--- src/rtl/la_pkg.sv ---
`default_nettype none
// ============================================================================
// Package  : la_pkg
// Purpose  : Shared constants and types for the logic-analyser capture path.
//            The capture writer and the readback reader use the same memory
//            geometry, so both take their defaults from here.
// Contents : CAP_ADDR_W       - capture memory address width
//            CAP_DATA_W       - sample width (one bit per capture channel)
//            readback_state_t - readback controller states
// Revision : 1.0 - initial release
// ============================================================================
package la_pkg;

  localparam int CAP_ADDR_W = 18;
  localparam int CAP_DATA_W = 8;

  typedef enum logic [1:0] {
    IDLE  = 2'd0,
    READ  = 2'd1,
    DRAIN = 2'd2
  } readback_state_t;

endpackage
`default_nettype wire

--- src/rtl/readback_fifo.sv ---
`default_nettype none
// ============================================================================
// Module   : readback_fifo
// Purpose  : Small synchronous FIFO used to absorb BRAM read latency. Entry 0
//            is always the head, so the head data comes straight from a
//            register and holds steady until it is popped.
// Ports    : clk        - clock
//            reset      - synchronous active-high reset
//            flush      - synchronous clear of all entries
//            push       - write push_data (ignored when full without a pop)
//            push_data  - write data
//            pop        - remove head entry (ignored when empty)
//            head_data  - current head entry
//            head_valid - FIFO holds at least one entry
//            count      - current occupancy, 0..DEPTH
// Revision : 1.0 - initial release
// ============================================================================
module readback_fifo
  import la_pkg::*;
#(
  parameter int DEPTH  = 2,
  parameter int DATA_W = CAP_DATA_W
) (
  input  logic                         clk,
  input  logic                         reset,
  input  logic                         flush,
  input  logic                         push,
  input  logic [DATA_W-1:0]            push_data,
  input  logic                         pop,
  output logic [DATA_W-1:0]            head_data,
  output logic                         head_valid,
  output logic [$clog2(DEPTH+1)-1:0]   count
);

  localparam int CNT_W = $clog2(DEPTH + 1);

  logic [DATA_W-1:0] mem [DEPTH];
  logic [CNT_W-1:0]  count_q;
  logic [CNT_W-1:0]  wr_idx;
  logic              do_pop;
  logic              do_push;

  assign do_pop  = pop && (count_q != '0);
  assign do_push = push && ((count_q != CNT_W'(DEPTH)) || do_pop);

  // A simultaneous pop shifts everything down one slot, so the new entry
  // lands one position lower than it would otherwise.
  assign wr_idx = do_pop ? (count_q - CNT_W'(1)) : count_q;

  always_ff @(posedge clk) begin
    if (reset || flush) begin
      count_q <= '0;
      for (int i = 0; i < DEPTH; i++) begin
        mem[i] <= '0;
      end
    end else begin
      if (do_pop) begin
        for (int i = 0; i < DEPTH - 1; i++) begin
          mem[i] <= mem[i+1];
        end
      end
      // Written after the shift so the push wins on the shared slot.
      for (int i = 0; i < DEPTH; i++) begin
        if (do_push && (CNT_W'(i) == wr_idx)) begin
          mem[i] <= push_data;
        end
      end
      count_q <= count_q + CNT_W'(do_push) - CNT_W'(do_pop);
    end
  end

  assign head_data  = mem[0];
  assign head_valid = (count_q != '0);
  assign count      = count_q;

endmodule
`default_nettype wire

--- src/rtl/capture_readback.sv ---
`default_nettype none
// ============================================================================
// Module   : capture_readback
// Purpose  : Streams a captured run out of BRAM, address 0 upward, on a
//            valid/ready byte stream. A credit-tracked prefetch FIFO of depth
//            RD_LAT+1 hides the BRAM read latency so backpressure can never
//            drop or repeat a sample.
// Ports    : clk, reset          - clock, synchronous active-high reset
//            start, abort        - begin a run (IDLE only) / cancel any run
//            length              - samples to read, clamped to 2**ADDR_W
//            busy, done          - run in progress / end-of-run pulse
//            sent_count          - samples accepted downstream this run
//            bram_en, bram_addr  - BRAM read request
//            bram_rdata          - BRAM data, RD_LAT cycles after bram_en
//            m_data, m_valid,
//            m_ready, m_last     - output byte stream
// Revision : 1.0 - initial release
// ============================================================================
module capture_readback
  import la_pkg::*;
#(
  parameter int ADDR_W = CAP_ADDR_W,
  parameter int DATA_W = CAP_DATA_W,
  parameter int RD_LAT = 1
) (
  input  logic              clk,
  input  logic              reset,
  input  logic              start,
  input  logic              abort,
  input  logic [ADDR_W:0]   length,
  output logic              busy,
  output logic              done,
  output logic [ADDR_W:0]   sent_count,
  output logic              bram_en,
  output logic [ADDR_W-1:0] bram_addr,
  input  logic [DATA_W-1:0] bram_rdata,
  output logic [DATA_W-1:0] m_data,
  output logic              m_valid,
  input  logic              m_ready,
  output logic              m_last
);

  localparam int DEPTH  = RD_LAT + 1;
  localparam int LEN_W  = ADDR_W + 1;
  localparam int FCNT_W = $clog2(DEPTH + 1);
  localparam int OCC_W  = FCNT_W + 1;
  localparam logic [LEN_W-1:0] MAX_LEN = {1'b1, {ADDR_W{1'b0}}};

  readback_state_t   state_q;
  readback_state_t   state_d;

  logic [LEN_W-1:0]  len_q;
  logic [LEN_W-1:0]  issued_q;
  logic [LEN_W-1:0]  sent_q;
  logic [LEN_W-1:0]  len_clamped;
  logic [RD_LAT-1:0] vld_sr;
  logic [RD_LAT:0]   vld_next;
  logic              zero_done_q;

  logic              issue;
  logic              pop;
  logic              push;
  logic              accept_start;
  logic              zero_start;
  logic              drain_done;
  logic              credit;

  logic [FCNT_W-1:0] fifo_count;
  logic              fifo_valid;
  logic [DATA_W-1:0] fifo_head;
  logic [OCC_W-1:0]  inflight;
  logic [OCC_W-1:0]  occupancy;

  // Clamping keeps the read address from wrapping back to 0.
  assign len_clamped = (length > MAX_LEN) ? MAX_LEN : length;

  // Abort outranks any transfer in the same cycle: the sample is not counted
  // and the FIFO is flushed anyway.
  assign pop  = fifo_valid && m_ready && !abort;
  assign push = vld_sr[RD_LAT-1] && !abort;

  always_comb begin
    inflight = '0;
    for (int i = 0; i < RD_LAT; i++) begin
      inflight = inflight + OCC_W'(vld_sr[i]);
    end
  end

  // The slot freed by this cycle's pop is credited immediately; without it
  // the pipeline would stall every other cycle with m_ready held high.
  assign occupancy = inflight + OCC_W'(fifo_count) - OCC_W'(pop);
  assign credit    = (occupancy < OCC_W'(DEPTH));

  // --------------------------------------------------------------------------
  // FSM
  // --------------------------------------------------------------------------
  always_ff @(posedge clk) begin
    if (reset) begin
      state_q <= IDLE;
    end else begin
      state_q <= state_d;
    end
  end

  always_comb begin
    state_d      = state_q;
    issue        = 1'b0;
    accept_start = 1'b0;
    zero_start   = 1'b0;
    drain_done   = 1'b0;
    if (abort) begin
      state_d = IDLE;
    end else begin
      case (state_q)
        IDLE: begin
          if (start) begin
            if (len_clamped != '0) begin
              accept_start = 1'b1;
              state_d      = READ;
            end else begin
              zero_start = 1'b1;
            end
          end
        end
        READ: begin
          if (credit) begin
            issue = 1'b1;
            if ((issued_q + LEN_W'(1)) == len_q) begin
              state_d = DRAIN;
            end
          end
        end
        DRAIN: begin
          if (sent_q == len_q) begin
            drain_done = 1'b1;
            state_d    = IDLE;
          end
        end
        default: begin
          state_d = IDLE;
        end
      endcase
    end
  end

  // --------------------------------------------------------------------------
  // Counters and read-return tracking
  // --------------------------------------------------------------------------
  assign vld_next = {vld_sr, issue};

  always_ff @(posedge clk) begin
    if (reset) begin
      len_q       <= '0;
      issued_q    <= '0;
      sent_q      <= '0;
      vld_sr      <= '0;
      zero_done_q <= 1'b0;
    end else begin
      zero_done_q <= zero_start;
      // Clearing the tracker on abort discards the returns still in flight.
      vld_sr      <= abort ? '0 : vld_next[RD_LAT-1:0];
      if (accept_start) begin
        len_q    <= len_clamped;
        issued_q <= '0;
        sent_q   <= '0;
      end else begin
        if (issue) begin
          issued_q <= issued_q + LEN_W'(1);
        end
        if (pop) begin
          sent_q <= sent_q + LEN_W'(1);
        end
      end
    end
  end

  readback_fifo #(
    .DEPTH  (DEPTH),
    .DATA_W (DATA_W)
  ) u_fifo (
    .clk        (clk),
    .reset      (reset),
    .flush      (abort),
    .push       (push),
    .push_data  (bram_rdata),
    .pop        (pop),
    .head_data  (fifo_head),
    .head_valid (fifo_valid),
    .count      (fifo_count)
  );

  // --------------------------------------------------------------------------
  // Outputs
  // --------------------------------------------------------------------------
  assign bram_en    = issue;
  assign bram_addr  = issued_q[ADDR_W-1:0];
  assign busy       = (state_q != IDLE) && !drain_done;
  assign done       = drain_done || zero_done_q;
  assign sent_count = sent_q;
  assign m_valid    = fifo_valid;
  assign m_data     = fifo_head;
  // The FIFO head is always the next sample to be sent, so its index is the
  // running transfer count.
  assign m_last     = fifo_valid && (sent_q == (len_q - LEN_W'(1)));

endmodule
`default_nettype wire

--- config.mk ---
export PLATFORM = sky130hd
export DESIGN_NAME = capture_readback
export DESIGN_NICKNAME = d
export VERILOG_FILES = /design/src/rtl/la_pkg.sv /design/src/rtl/readback_fifo.sv /design/src/rtl/capture_readback.sv
export SDC_FILE = /design/constraint.sdc
export NUM_CORES = 1
export LEC_CHECK = 0
export ABC_CLOCK_PERIOD_IN_PS = 6800
export CORE_UTILIZATION = 59
export DETAILED_ROUTE_END_ITERATION = 8
export PLACE_DENSITY = 0.89
export SLEW_MARGIN = 20
export SYNTH_ARGS = -nofsm -noshare
export SYNTH_HDL_FRONTEND = slang
export SYNTH_HIERARCHICAL = 1
export SYNTH_SLANG_ARGS = --single-unit
--- constraint.sdc ---
create_clock -name clk -period 6.8 [get_ports clk]
set_input_delay 1.02 -clock clk [delete_from_list [all_inputs] [get_ports clk]]
set_output_delay 1.02 -clock clk [all_outputs]
set_load 0.1 [all_outputs]
==> summary.md <==
| Metric | Value |
|---|---|
| Die H | 94.4 microns |
| CP startpoint | abort |
| Setup crit end | bram_en |
| Initial antenna violation count | 0 |
| Top cells by area, synth | dfxtp_1, xnor2_1, edfxtp_1 |
| First-pass GRT wire length | 20.4 mm |
| Htree depth | 3 |
| Via count | 4391 |
| Worst path slowest cell | clkdlybuf4s50_1 |
| Flop pwr share | 47.6% |
| I/O Buffers | 81 |
| Critical Path, Cell by Cell | clkdlybuf4s50_1 > and3b_1 > ha_1 > nor2b_1 > fa_1 > nor2_1 > nand3_1 > clkinv_1 > buf_4 |
| Netlist cell types | 72 |
| Top FF cell, synth | dfxtp_1 |
| Fin nets | 649 |
| Gr ovfl total | 0 |
| Fillers | 648 |
| Final Max Tran Viols | 0 |
| Rows | 33 |
| Final period util | 78.0% |
| Gpl congestion | 1.00 |
| R2r worst-path depth | 13 |
| Largest net degree at the start of global routing | 39 |
| Worst endpoint required time | 5780 ps |
| Post-route DRC | 0 |
| Reg-to-reg endpoint | issued_q[11]$_SDFFE_PP0P_ |
| FFs w/ async S/R, synth | 0% |
| Maximum vdd ir drop | 0.000109 V |
| Post-Syn Area per Cell | 8.70 sq um |
| Die ar. | 0.00891 sq mm |
| Maximum root-to-sink buffer count | 2 |
| Clk_lat worst skew | 360 ps |
| Clock skew | 11.6 ps |
| R2R Setup Slk | 2890 ps |
| Core area | 0.00826 sq mm |
| Clk pwr share | 38.8% |
| DP HPWL | 9.52 mm |
| Cell taking the most area after synthesis | dfxtp_1 |
| Comb pwr share | 13.7% |
| Final setup fails | 0 |
| Yosys reg bits | 79 |
| Reg2reg start | u_fifo/count[0]$_SDFF_PP0_ |
| Worst slew margin | 34.1% |
| Post_cts resized | 0 |
| Num CTS Buffers | 9 |
| Post-CTS Setup Bufs | 0 |
| Hold-fix buffer count after cts | 0 |
| Clock slew at the register clock pins of the worst setup and hold paths | 90 ps |
| Hold WS | 517 ps |
| CP Capture Type | primary output |
| Starting density of the core | 61.0% |
| CTS tree | built |
| Worst slack, placed | 1580 ps |
| Vias in the first global route | 3995 |
| First-pass DRT Iterations | 7 |
| Crit path DAT | 4280 ps |
| Post-Syn Area | 0.00504 sq mm |
| Crit path launch type | primary input |
| Status | completed |
| Seq/Total Area, Yosys | 34.6% |
| Sw frac | 27.8% |
| EDFF count, synth | 16 |
| 1st-iter DRT viols | 339 |
| Post-Syn Nets | 619 |
| Ant. Diodes | 0 |
| PwrDens | 178 mW/mm^2 |
| Fin Setup TNS | 0 ps |
| DR WL/cell | 18.3 microns |
| Die Span X | 94.4 microns |
| DR vias/cell | 6.11 |
| Slew @ Worst Pin | 985 ps |
| Final hold violations | 0 |
| RSZ-0062 raised after global routing | no |
| Num ports | 82 |
| Fmax achieved | 189 MHz |
| Root Buffer | clkbuf_8 |
| Share of cells above drive strength 1 | 5.54% |
| Min cycle time layout | 5300 ps |
| Clock sink total | 79 |
| Mapped Cells | 579 |
| Tot GR Track Use | 30.0% |
| Power Internal | 754 uW |
| Worst-path fanout max | 11 |
| P&R area growth vs syn | 16.4% |
| CP max stage delay | 570 ps |
| Yosys warning count | 6 |
| Hold Path Class | register to register |
| WL final | 13.1 mm |
| Max Cap Viol | 0 |
| Psw | 291 uW |
| Top cell type's share of synthesized area | 25.0% |
| Final worst slack | 1500 ps |
| Post-DRT Antenna Nets | 0 |
| Seq. cell area | 0.00174 sq mm |
| Critical path class | primary input to primary output |
| Final core occ | 71.0% |
| Leak pwr | 0.00204 uW |
| Footprint of the multi-input gates | 0.00288 sq mm |
-- routing by layer --
| metal | up-vias | track usage, % | wire length [microns] |
|---|---|---|---|
| li1 | 2053 | - | - |
| met1 | 2079 | 38.9 | 5450 |
| met2 | 223 | 48.4 | 6130 |
| met3 | 36 | 6.92 | 1160 |
| met4 | 0 | 11.5 | 383 |
| met5 | - | 0 | 0 |
-- registers in the layout (all words and copies together), names as in the netlist --
| name | flops |
|---|---|
| state_q | 2 |
| u_fifo/count | 2 |
| sent_count | 19 |
| zero_done_q | 1 |
| issued_q | 19 |
| u_fifo/mem | 16 |
| len_q | 19 |
| vld_sr | 1 |
-- worst max-delay path: cells and delay by family --
kind / cells / cell delay [ps]
adders and majority gates: 2 / 730
and+or+nand+nor: 4 / 1250
buffers and inverters: 3 / 1270
-- logic make-up (layout without fill, tap and decap cells) --
kind of cell             Yosys count  in the layout  share of synthesized area, %
AND/OR/NAND/NOR                  233            233                          24.7
XOR/XNOR                          99             99                          17.2
buffers and inverters             81            116                          8.44
flip-flops                        79             79                          34.6
AO/OA/AOI/OAI                     73             73                          11.7
adder cells (fa/ha/maj)            8              8                          2.14
multiplexers                       6              6                          1.22
-- power by group through the flow --
stage          clock network [uW]  registers [uW]  logic (uW)
3_5_place_dp                    0             508         139
4_1_cts                       408             497         140
3_3_place_gp                    0             507         136
2_1_floorplan                   0             501         103
5_1_grt                       428             498         152
6_report                      405             497         143
-- stage by stage --
stage               cell area [sq um]  total power (uW)  instances
floorplan                        5040               604        579
global placement                 5630               644        703
detailed placement               5630               647        703
CTS                              5850              1050        719
global route                     5860              1080        719
finish                           5860              1050        719
-- cell type report --
class                           count  share of cell area, %
Multi-Input combinational cell    419                   49.2
Sequential cell                    79                   29.7
Timing Repair Buffer               81                   13.8
Tap cell                          105                   2.24
Clock buffer                        9                   2.11
Clock inverter                      7                   1.75
Inverter                           19                   1.22
-- how the worst min path moves through the flow --
| stage | to | cells after the start | start |
|---|---|---|---|
| after floorplan | issued_q[1]$_SDFFE_PP0P_ | 2 | issued_q[1]$_SDFFE_PP0P_ |
| after global placement | issued_q[1]$_SDFFE_PP0P_ | 2 | issued_q[1]$_SDFFE_PP0P_ |
| after detailed placement | issued_q[1]$_SDFFE_PP0P_ | 2 | issued_q[1]$_SDFFE_PP0P_ |
| after CTS | issued_q[1]$_SDFFE_PP0P_ | 2 | issued_q[1]$_SDFFE_PP0P_ |
| after global routing | issued_q[1]$_SDFFE_PP0P_ | 2 | issued_q[1]$_SDFFE_PP0P_ |
| final | issued_q[1]$_SDFFE_PP0P_ | 2 | issued_q[1]$_SDFFE_PP0P_ |
-- layout by cell type, fill, tap and decap left out, types with 2 or more instances in the layout --
cell,n
nor2_1,73
clkbuf_8,9
o21ai_0,11
and4_1,6
o41ai_1,2
nand3_1,18
mux2i_1,5
a32o_1,10
inv_1,17
a32oi_1,2
or4_1,4
nand3b_1,6
and3_1,5
ha_1,7
dfxtp_1,63
or3_1,5
nand2_1,35
and2_1,11
nor3_1,23
nand2b_1,5
clkdlybuf4s50_1,80
a311oi_1,2
a22o_1,18
xnor2_1,67
nand4b_1,2
o22ai_1,2
nor4_1,7
inv_6,3
nand4_1,10
xor2_1,32
bufinv_16,2
nor2b_1,4
a21oi_1,4
nor3b_1,2
a31oi_1,2
a211oi_1,2
edfxtp_1,16
a221oi_1,2
-- synth_stat cells, types with 11 or more instances --
cell type,n
xnor2_1,67
edfxtp_1,16
and2_1,11
buf_4,29
a22o_1,18
nor3_1,23
nand2_1,35
dfxtp_1,63
clkbuf_1,20
inv_1,17
nand3_1,18
xor2_1,32
o21ai_0,12
nor2_1,73
Power figures use the tool's default switching activity.
